`src/rtl/conv_window_ctrl.sv`:
```
// conv_window_ctrl
// ----------------------------------------------------------------------------
// Frame sequencer for a 3x3 sliding-window line memory and the fixed-latency
// filter pipeline behind it. On start it walks every window origin in raster
// order, issuing rd with the origin row/column. A PIPE_LAT-deep valid shift
// register tracks in-flight pixels. When each result emerges, the module
// asserts wr with the matching output row/column. A single done pulse follows
// once the pipeline has drained.
//
// Ports
//   clk      in   system clock, rising edge
//   rst      in   synchronous active-high reset
//   start    in   begin one frame (only honoured in IDLE)
//   hold     in   pause read issue (downstream back-pressure)
//   rd       out  window read strobe to line memory
//   win_row  out  [AW-1:0] window origin row for the current rd
//   win_col  out  [AW-1:0] window origin column for the current rd
//   wr       out  result write strobe to output memory
//   wr_row   out  [AW-1:0] output row for the current wr
//   wr_col   out  [AW-1:0] output column for the current wr
//   busy     out  high while reading or draining
//   done     out  one-cycle end-of-frame pulse
// ----------------------------------------------------------------------------
module conv_window_ctrl #(
    parameter int IMG_W    = 64,
    parameter int IMG_H    = 64,
    parameter int AW       = 7,
    parameter int PIPE_LAT = 3
) (
    input  logic          clk,
    input  logic          rst,
    input  logic          start,
    input  logic          hold,
    output logic          rd,
    output logic [AW-1:0] win_row,
    output logic [AW-1:0] win_col,
    output logic          wr,
    output logic [AW-1:0] wr_row,
    output logic [AW-1:0] wr_col,
    output logic          busy,
    output logic          done
);

    typedef enum logic [1:0] {
        S_IDLE  = 2'd0,
        S_RUN   = 2'd1,
        S_DRAIN = 2'd2,
        S_DONE  = 2'd3
    } state_t;

    localparam logic [AW-1:0] COL_LAST = AW'(IMG_W - 1);
    localparam logic [AW-1:0] ROW_LAST = AW'(IMG_H - 1);

    state_t                state_reg;
    logic [AW-1:0]         rd_row_reg;
    logic [AW-1:0]         rd_col_reg;
    logic [AW-1:0]         wr_row_reg;
    logic [AW-1:0]         wr_col_reg;
    logic [PIPE_LAT-1:0]   valid_reg;

    // The read strobe is decided by hold in the same cycle. As a result, a
    // stall costs no extra latency, and hold rising together with the final
    // read only affects later cycles.
    assign rd      = (state_reg == S_RUN) && !hold;
    assign win_row = rd_row_reg;
    assign win_col = rd_col_reg;
    assign wr      = valid_reg[PIPE_LAT-1];
    assign wr_row  = wr_row_reg;
    assign wr_col  = wr_col_reg;
    assign busy    = (state_reg == S_RUN) || (state_reg == S_DRAIN);
    assign done    = (state_reg == S_DONE);

    // Sequencer and read-address counters.
    always_ff @(posedge clk) begin
        if (rst) begin
            state_reg  <= S_IDLE;
            rd_row_reg <= '0;
            rd_col_reg <= '0;
        end else begin
            case (state_reg)
                S_IDLE: begin
                    rd_row_reg <= '0;
                    rd_col_reg <= '0;
                    if (start) begin
                        state_reg <= S_RUN;
                    end
                end
                S_RUN: begin
                    if (rd) begin
                        if (rd_col_reg == COL_LAST) begin
                            rd_col_reg <= '0;
                            if (rd_row_reg == ROW_LAST) begin
                                rd_row_reg <= '0;
                                state_reg  <= S_DRAIN;
                            end else begin
                                rd_row_reg <= rd_row_reg + 1'b1;
                            end
                        end else begin
                            rd_col_reg <= rd_col_reg + 1'b1;
                        end
                    end
                end
                S_DRAIN: begin
                    // Finish only when no read is still in flight.
                    if (valid_reg == '0) begin
                        state_reg <= S_DONE;
                    end
                end
                S_DONE: begin
                    state_reg <= S_IDLE;
                end
                default: begin
                    state_reg <= S_IDLE;
                end
            endcase
        end
    end

    // Valid pipeline: bit 0 captures rd, and each later stage copies its
    // predecessor. Hold bubbles therefore reach wr unchanged.
    always_ff @(posedge clk) begin
        if (rst) begin
            valid_reg[0] <= 1'b0;
        end else begin
            valid_reg[0] <= rd;
        end
    end

    generate
        for (genvar gi = 1; gi < PIPE_LAT; gi++) begin : g_valid
            always_ff @(posedge clk) begin
                if (rst) begin
                    valid_reg[gi] <= 1'b0;
                end else begin
                    valid_reg[gi] <= valid_reg[gi-1];
                end
            end
        end
    endgenerate

    // Write-address counters follow the same raster wrap as the reads. They
    // land back on (0,0) after the final write, ready for the next frame.
    always_ff @(posedge clk) begin
        if (rst) begin
            wr_row_reg <= '0;
            wr_col_reg <= '0;
        end else if (wr) begin
            if (wr_col_reg == COL_LAST) begin
                wr_col_reg <= '0;
                if (wr_row_reg == ROW_LAST) begin
                    wr_row_reg <= '0;
                end else begin
                    wr_row_reg <= wr_row_reg + 1'b1;
                end
            end else begin
                wr_col_reg <= wr_col_reg + 1'b1;
            end
        end
    end

endmodule
```
`config.mk`:
```
export PLATFORM = sky130hd
export DESIGN_NAME = conv_window_ctrl
export DESIGN_NICKNAME = d
export VERILOG_FILES = /design/src/rtl/conv_window_ctrl.sv
export SDC_FILE = /design/constraint.sdc
export NUM_CORES = 1
export LEC_CHECK = 0
export ABC_AREA = 1
export BUFFER_PORTS_ARGS = -buffer_cell sky130_fd_sc_hd__buf_2
export CAP_MARGIN = 20
export CORE_MARGIN = 3
export CORE_UTILIZATION = 25
export CTS_CLUSTER_SIZE = 14
export DETAILED_ROUTE_END_ITERATION = 8
export HOLD_SLACK_MARGIN = 0.02
export SYNTH_ARGS = -nofsm -noshare
export SYNTH_HDL_FRONTEND = slang
export SYNTH_SLANG_ARGS = --single-unit
```
`constraint.sdc`:
```
create_clock -name clk -period 1.54 [get_ports clk]
set_input_delay 0.077 -clock clk [delete_from_list [all_inputs] [get_ports clk]]
set_output_delay 0.077 -clock clk [all_outputs]
set_load 0.02 [all_outputs]
```
==> metrics, run 1 <==
run status complete, no violations; Post-DRT Antenna Nets 0; GRT Util Overall between 10% and 20%; CP Capture Type flip-flop; r2r worst-path depth 9; Placeable Area between 6000 and 7000 um^2; die area between 7000 and 8000 um^2; top post-synthesis cells by area dfxtp_1 39%, nand2_1 9.9%, nor2_1 8.2%; HPWL after DPL around 3.1 mm; hold bufs inserted after CTS 0; Critical Path Start state_reg[1]; post-layout util around 34%; share of cells above drive strength 1 a little over a quarter; Final TNS setup 0 ps; critical path depth 9; die height approximately 88 um; top cell type's share of synthesized area between 30% and 40%; relative slew slack 76.7%; crit path to win_row[3]; die width 88.4 um; wire length per cell between 10 and 15 um; Worst Tran Pin Value around 350 ps; synthesized cell area between 1500 and 2000 um^2; Slew Limit Fails 0; Ys Warns 0; endpoints failing setup 0; clock transition at the registers of the reported paths 70 ps; Root Driver clkbuf_8; Pwr Density around 1200 nW/um^2; Bufs and invs on worst path 1; count of flip-flops with a built-in enable after synthesis 0; Sink Count 33; CTS buffer count 5; I/O pin cnt 36; clk_lat worst skew between 200 and 300 ps; filler instances 710; crit start category flip-flop; sequential area share after synthesis 38.9%; pre-CTS WS about 24 ps; Layout area overhead 28.0%; Synth Area per Inst approximately 7.4 um^2; CP max FO 8; crit path cell chain inv_1, ha_4, nand2_4, nor2_8, nand2_4, nand2_4, nand3_1, nand3_1, nor2_1; # port buffers 35; Post-Syn Nets about 240; CTS resizes 0; critical path arrival about 1600 ps; vias in the first global route between 1,000 and 1,500; drt drc 0; Primary FF master, synth dfxtp_1; Worst path slowest cell dfxtp_1; CTS tree done; Multi-input gate area between 900 and 1000 um^2; Yosys reg bits 33; nets@finish 290; first-pass GRT wire length ~6.6 mm; starting DRC count in detailed routing 51; Hold Path Class in -> reg; RSZ-0062 raised after global routing no; antenna diode count 0; final hold vios 0; Longest Clk Path Bufs 2; Yosys top cell by area dfxtp_1; Max Cap Viol 0; pin count of the biggest net entering global routing 17; reg2reg end win_row[3]; flop-to-flop setup slack 150 ps; Starting Density 26.3%; final worst path period share 90.0%; ys async rst share 0%; sequential cell area ~660 um^2; initial antenna violation count 0; Max Freq just over 700 MHz; most used cell, CP nand2_4; GPL Wtd Cong between 0.7 and 0.8; GRT overflow 0; VDD IR-drop max between 300 and 400 uV; number of library cell types mapped by synthesis 27; Core Rows 29; Vias/cell around 4.4; Setup CP Type reg -> reg; Critical Path RT around 1700 ps; minimum clock period after layout 1390 ps; total detailed-routing wirelength approximately 3.9 mm; Post-CTS Setup Inserts 0; delay-heaviest family, CP simple AND/OR/NAND/NOR gates; slowest cell delay on critical path around 340 ps; TritonRoute pass-1 iters 4; clock skew between 2 and 3 ps; via count about 1,600; Static Leak ~0.0010 uW; RR Startpoint state_reg[1]; Syn Inst Count 230; final worst slack ~150 ps; H-tree Lvls 2
==> tightest hold or removal path, cell delays in order <==
cell and delay (ps):
buf_2 90, inv_1 70, nand2_4 120, nor2_1 50
==> worst min-delay path by stage <==
stage                            start            to  slack, ps  cells past startpoint
after CTS                         hold  valid_reg[0]        170                      4
final                             hold  valid_reg[0]        180                      4
after detailed placement  valid_reg[0]  valid_reg[1]        430                      2
after global placement    valid_reg[1]            wr        420                      2
after global routing               rst     wr_row[4]        190                      3
after floorplan                   hold  valid_reg[0]        320                      3
==> cells by family after synthesis <==
kind of cell / count (synthesis) / share of synthesized area, %
AND/OR/NAND/NOR: 116 / 33.6
flip-flops: 33 / 38.9
adder cells (fa/ha/maj): 8 / 5.89
buffers and inverters: 30 / 6.70
XOR/XNOR: 4 / 2.06
AO/OA/AOI/OAI: 39 / 12.9
==> synth_stat cells (2+ instances only) <==
master and count:
o21ai_1 2, nand2_4 4, ha_1 8, nand2_1 45, nand3_2 2, a211oi_1 2
clkbuf_1 2, nor3b_1 2, inv_2 2, inv_1 25, nor3_1 2, dfxtp_1 33
a21oi_1 21, nand4_1 2, nand3_1 17, xor2_1 4, nor2_1 37, nor2_8 2
o21a_1 3, o21ai_0 8
==> through the flow <==
| step | cell area [um^2] | hold WS (ps) | std cells | power [uW] |
|---|---|---|---|---|
| global route | 2170 | 187 | 356 | 2770 |
| finish | 2170 | 176 | 356 | 2580 |
| global placement | 2030 | 418 | 348 | 1750 |
| floorplan | 1700 | 322 | 230 | 1590 |
| detailed placement | 2030 | 429 | 348 | 1760 |
| CTS | 2140 | 172 | 356 | 2600 |
==> cells in the final DEF (no fill, tap or decap), types with 2 or more instances in the layout <==
cell type  count
o21a_1         3
nand2_4        4
nand3_1       17
clkbuf_8       5
ha_1           6
nand3_4        2
dfxtp_2        2
xor2_1         4
o21ai_0        8
a21oi_1       20
nand2_1       45
nor3_1         2
buf_2         35
nor3b_1        2
nor2_8         2
nand4_1        2
o21ai_1        2
inv_1         25
a211oi_1       2
nor2_1        36
dfxtp_1       31
buf_4          9
nor2_2         2
==> where the power goes <==
part	total [uW]	switching [uW]	internal [uW]
sequential	937	40.9	896
combinational	827	547	280
clock	820	336	484
==> per-layer routing <==
| metal | GRT usage [%] | vias to the layer above | share of wire (%) |
|---|---|---|---|
| met2 | 16.1 | 25 | 43 |
| met4 | 2.47 | 0 | 0.31 |
| met1 | 15.0 | 714 | 52 |
| met5 | 0 | - | 0 |
| met3 | 2.89 | 2 | 4.4 |
| li1 | - | 838 | - |
==> area by class of cell <==
class                           instances  area share [%]
Multi-Input combinational cell        167            43.8
Sequential cell                        33            30.5
Timing Repair Buffer                   44            11.2
Inverter                               27            4.78
Tap cell                               77            4.43
Clock buffer                            5            3.16
Clock inverter                          3            2.13
(Power assumes the default switching activity.)
==> inputs of run 2 (changes only) <==
--- a/config.mk
+++ b/config.mk
@@ -10,7 +10,7 @@
 export CAP_MARGIN = 20
 export CORE_MARGIN = 3
 export CORE_UTILIZATION = 25
-export CTS_CLUSTER_SIZE = 14
+export CTS_CLUSTER_SIZE = 28
 export DETAILED_ROUTE_END_ITERATION = 8
 export HOLD_SLACK_MARGIN = 0.02
 export SYNTH_ARGS = -nofsm -noshare
==> constraint.sdc (replaced) <==
create_clock -name clk -period 1.7 [get_ports clk]
set_input_delay 0.085 -clock clk [delete_from_list [all_inputs] [get_ports clk]]
set_output_delay 0.085 -clock clk [all_outputs]
set_load 0.02 [all_outputs]
==> metrics, run 2 (synthesized netlist as in run 1, its figures left out) <==
delay-heaviest family, CP simple AND/OR/NAND/NOR gates; Worst Tran Pin Value 454 ps (+106 ps); antenna diode count 0 (unchanged); commonest cells after routing, fill and taps aside 45 x nand2_1, 37 x nor2_1, 35 x buf_2, 33 x dfxtp_1, 25 x inv_1; Post-CTS Setup Inserts 0 (unchanged); die width 88.4 um (unchanged); commonest non-fill, non-tap cell in the layout nand2_1; die area 7820 um^2 (unchanged); hold bufs inserted after CTS 0 (unchanged); minimum clock period after layout 1500 ps (+114 ps); Layout area overhead 23.9%; drt drc 0 (unchanged); clock transition at the registers of the reported paths 70 ps (about the same); Design Area, Final 2100 um^2 (-3.2%); Root Driver clkbuf_8; pin count of the biggest net entering global routing 18 (+1); clock skew 6.49 ps (+3.67 ps); slowest cell delay on critical path 330 ps (about the same); Max Cap Viol 0 (unchanged); Hold Path Class in -> reg; sequential cell area 661 um^2 (-0.38%); GR Util met3 3.91% (+1.0 points); nets@finish 285 (-1.7%); first-pass GRT wire length 6.36 mm (-4.2%); TritonRoute pass-1 iters 5 (+1); die height 88.4 um (unchanged); total detailed-routing wirelength 3.82 mm (-0.93%); CTS buffer count 5 (unchanged); Post-DP Area 1990 um^2 (-1.9%); endpoints failing setup 0 (unchanged); clk_lat worst skew 280 ps (about the same); Sink Count 33 (unchanged); Net Sw Frac 34.6% (-1.1 points); VDD IR-drop max 437 uV (+38%); wire length per cell 10.9 um (+0.48%); CP Capture Type flip-flop; Vias/cell 4.43 (-0.18%); CTS tree done; share of cells above drive strength 1 22.3% (-3.9 points); Net Sw Power 806 uW (-13%); Starting Density 26.3% (unchanged); Comb pwr share 31.3% (-0.7 points); H-tree Lvls 2 (unchanged); CTS resizes 0 (unchanged); via count 1,554 (-1.6%); Worst path slowest cell dfxtp_1; starting DRC count in detailed routing 61 (+20%); filler instances 731 (+3.0%); post-layout util 32.6% (-1.1 points); Bufs and invs on worst path 1 (unchanged); Multi-input gate area 925 um^2 (-3.0%); crit start category flip-flop; # port buffers 35 (unchanged); sequential power share 36.0% (-0.2 points); Final TNS setup 0 ps (unchanged); Clk pwr share 32.7% (+1.0 points); GPL Wtd Cong 0.805 (+2.6%); run status complete, no violations; Post-DRT Antenna Nets 0 (unchanged); critical path arrival 1670 ps (+110 ps); vias in the first global route 1,416 (-4.2%); GRT Util Overall 10.2% (-0.40 points); relative slew slack 69.7% (-7.1 points); GRT overflow 0 (unchanged); I/O pin cnt 36 (unchanged); Critical Path RT 1870 ps (+150 ps); Setup CP Type reg -> reg; busiest grt layer met2; M2 GR Usage 15.5% (-0.61 points); Static Leak 0.000995 uW (-1.9%); final hold vios 0 (unchanged); RSZ-0062 raised after global routing no; final worst path period share 88.2% (-1.8 points); Longest Clk Path Bufs 2 (unchanged); Slew Limit Fails 0 (unchanged); Max Freq 667 MHz (-7.6%); initial antenna violation count 0 (unchanged); GR Util met1 13.9% (-1.1 points); CP max FO 8 (unchanged); HPWL after DPL 2.89 mm (-5.2%); crit path cell chain inv_1, ha_1, nand2_4, nor2_8, nand2_4, nand2_4, a21oi_1, o21a_1; Pwr Density 1110 nW/um^2 (-6.9%); most used cell, CP nand2_4; Core Rows 29 (unchanged); P_int 1520 uW (-8.3%); Placeable Area 6460 um^2 (unchanged)
==> run 2: cell types whose count changed in the layout (fill, tap and decap cells not counted), sizes merged <==
cell and change:
clkbuf +2, buf -5, clkinvlp -1, clkinv -1
==> run 2: stage by stage <==
stage / setup slack, ps / power, uW / hold slack [ps] / cells
floorplan: 233 / 1440 / 330 / 230
global placement: 224 / 1580 / 417 / 343
detailed placement: 193 / 1590 / 424 / 343
CTS: 179 / 2370 / 174 / 351
global route: 28.1 / 2500 / 182 / 351
finish: 201 / 2330 / 182 / 351
==> run 2: power groups by stage <==
stage	sequential, uW	clock [uW]	combinational (uW)
2_1_floorplan	865	0	573
3_3_place_gp	855	0	728
3_5_place_dp	858	0	734
4_1_cts	839	791	737
5_1_grt	847	822	829
6_report	838	762	728
==> run 2: cell type report <==
class / instances / share of cell area [%]
Multi-Input combinational cell: 167 / 43.9
Sequential cell: 33 / 31.4
Timing Repair Buffer: 39 / 9.75
Inverter: 27 / 4.82
Tap cell: 77 / 4.58
Clock buffer: 7 / 4.10
Clock inverter: 1 / 1.43
==> run 2: path summary, 6_finish.rpt <==
path	end	cells after the start	from	slack [ps]
setup reg to reg	win_row[0]	8	state_reg[1]	200
hold / removal	valid_reg[0]	4	hold	180
hold reg to reg	wr	2	valid_reg[1]	430
setup / recovery	win_row[0]	8	state_reg[1]	200
==> run 2: layer usage <==
| metal | up-vias | wire length [um] |
|---|---|---|
| li1 | 828 | - |
| met3 | 2 | 240 |
| met5 | - | 0 |
| met2 | 27 | 1600 |
| met4 | 0 | 12 |
| met1 | 697 | 1970 |
==> run 2: worst min-delay path, delay by kind of cell <==
family,cells,cell delay (ps)
buf+inv,2,150
simple gates,2,160
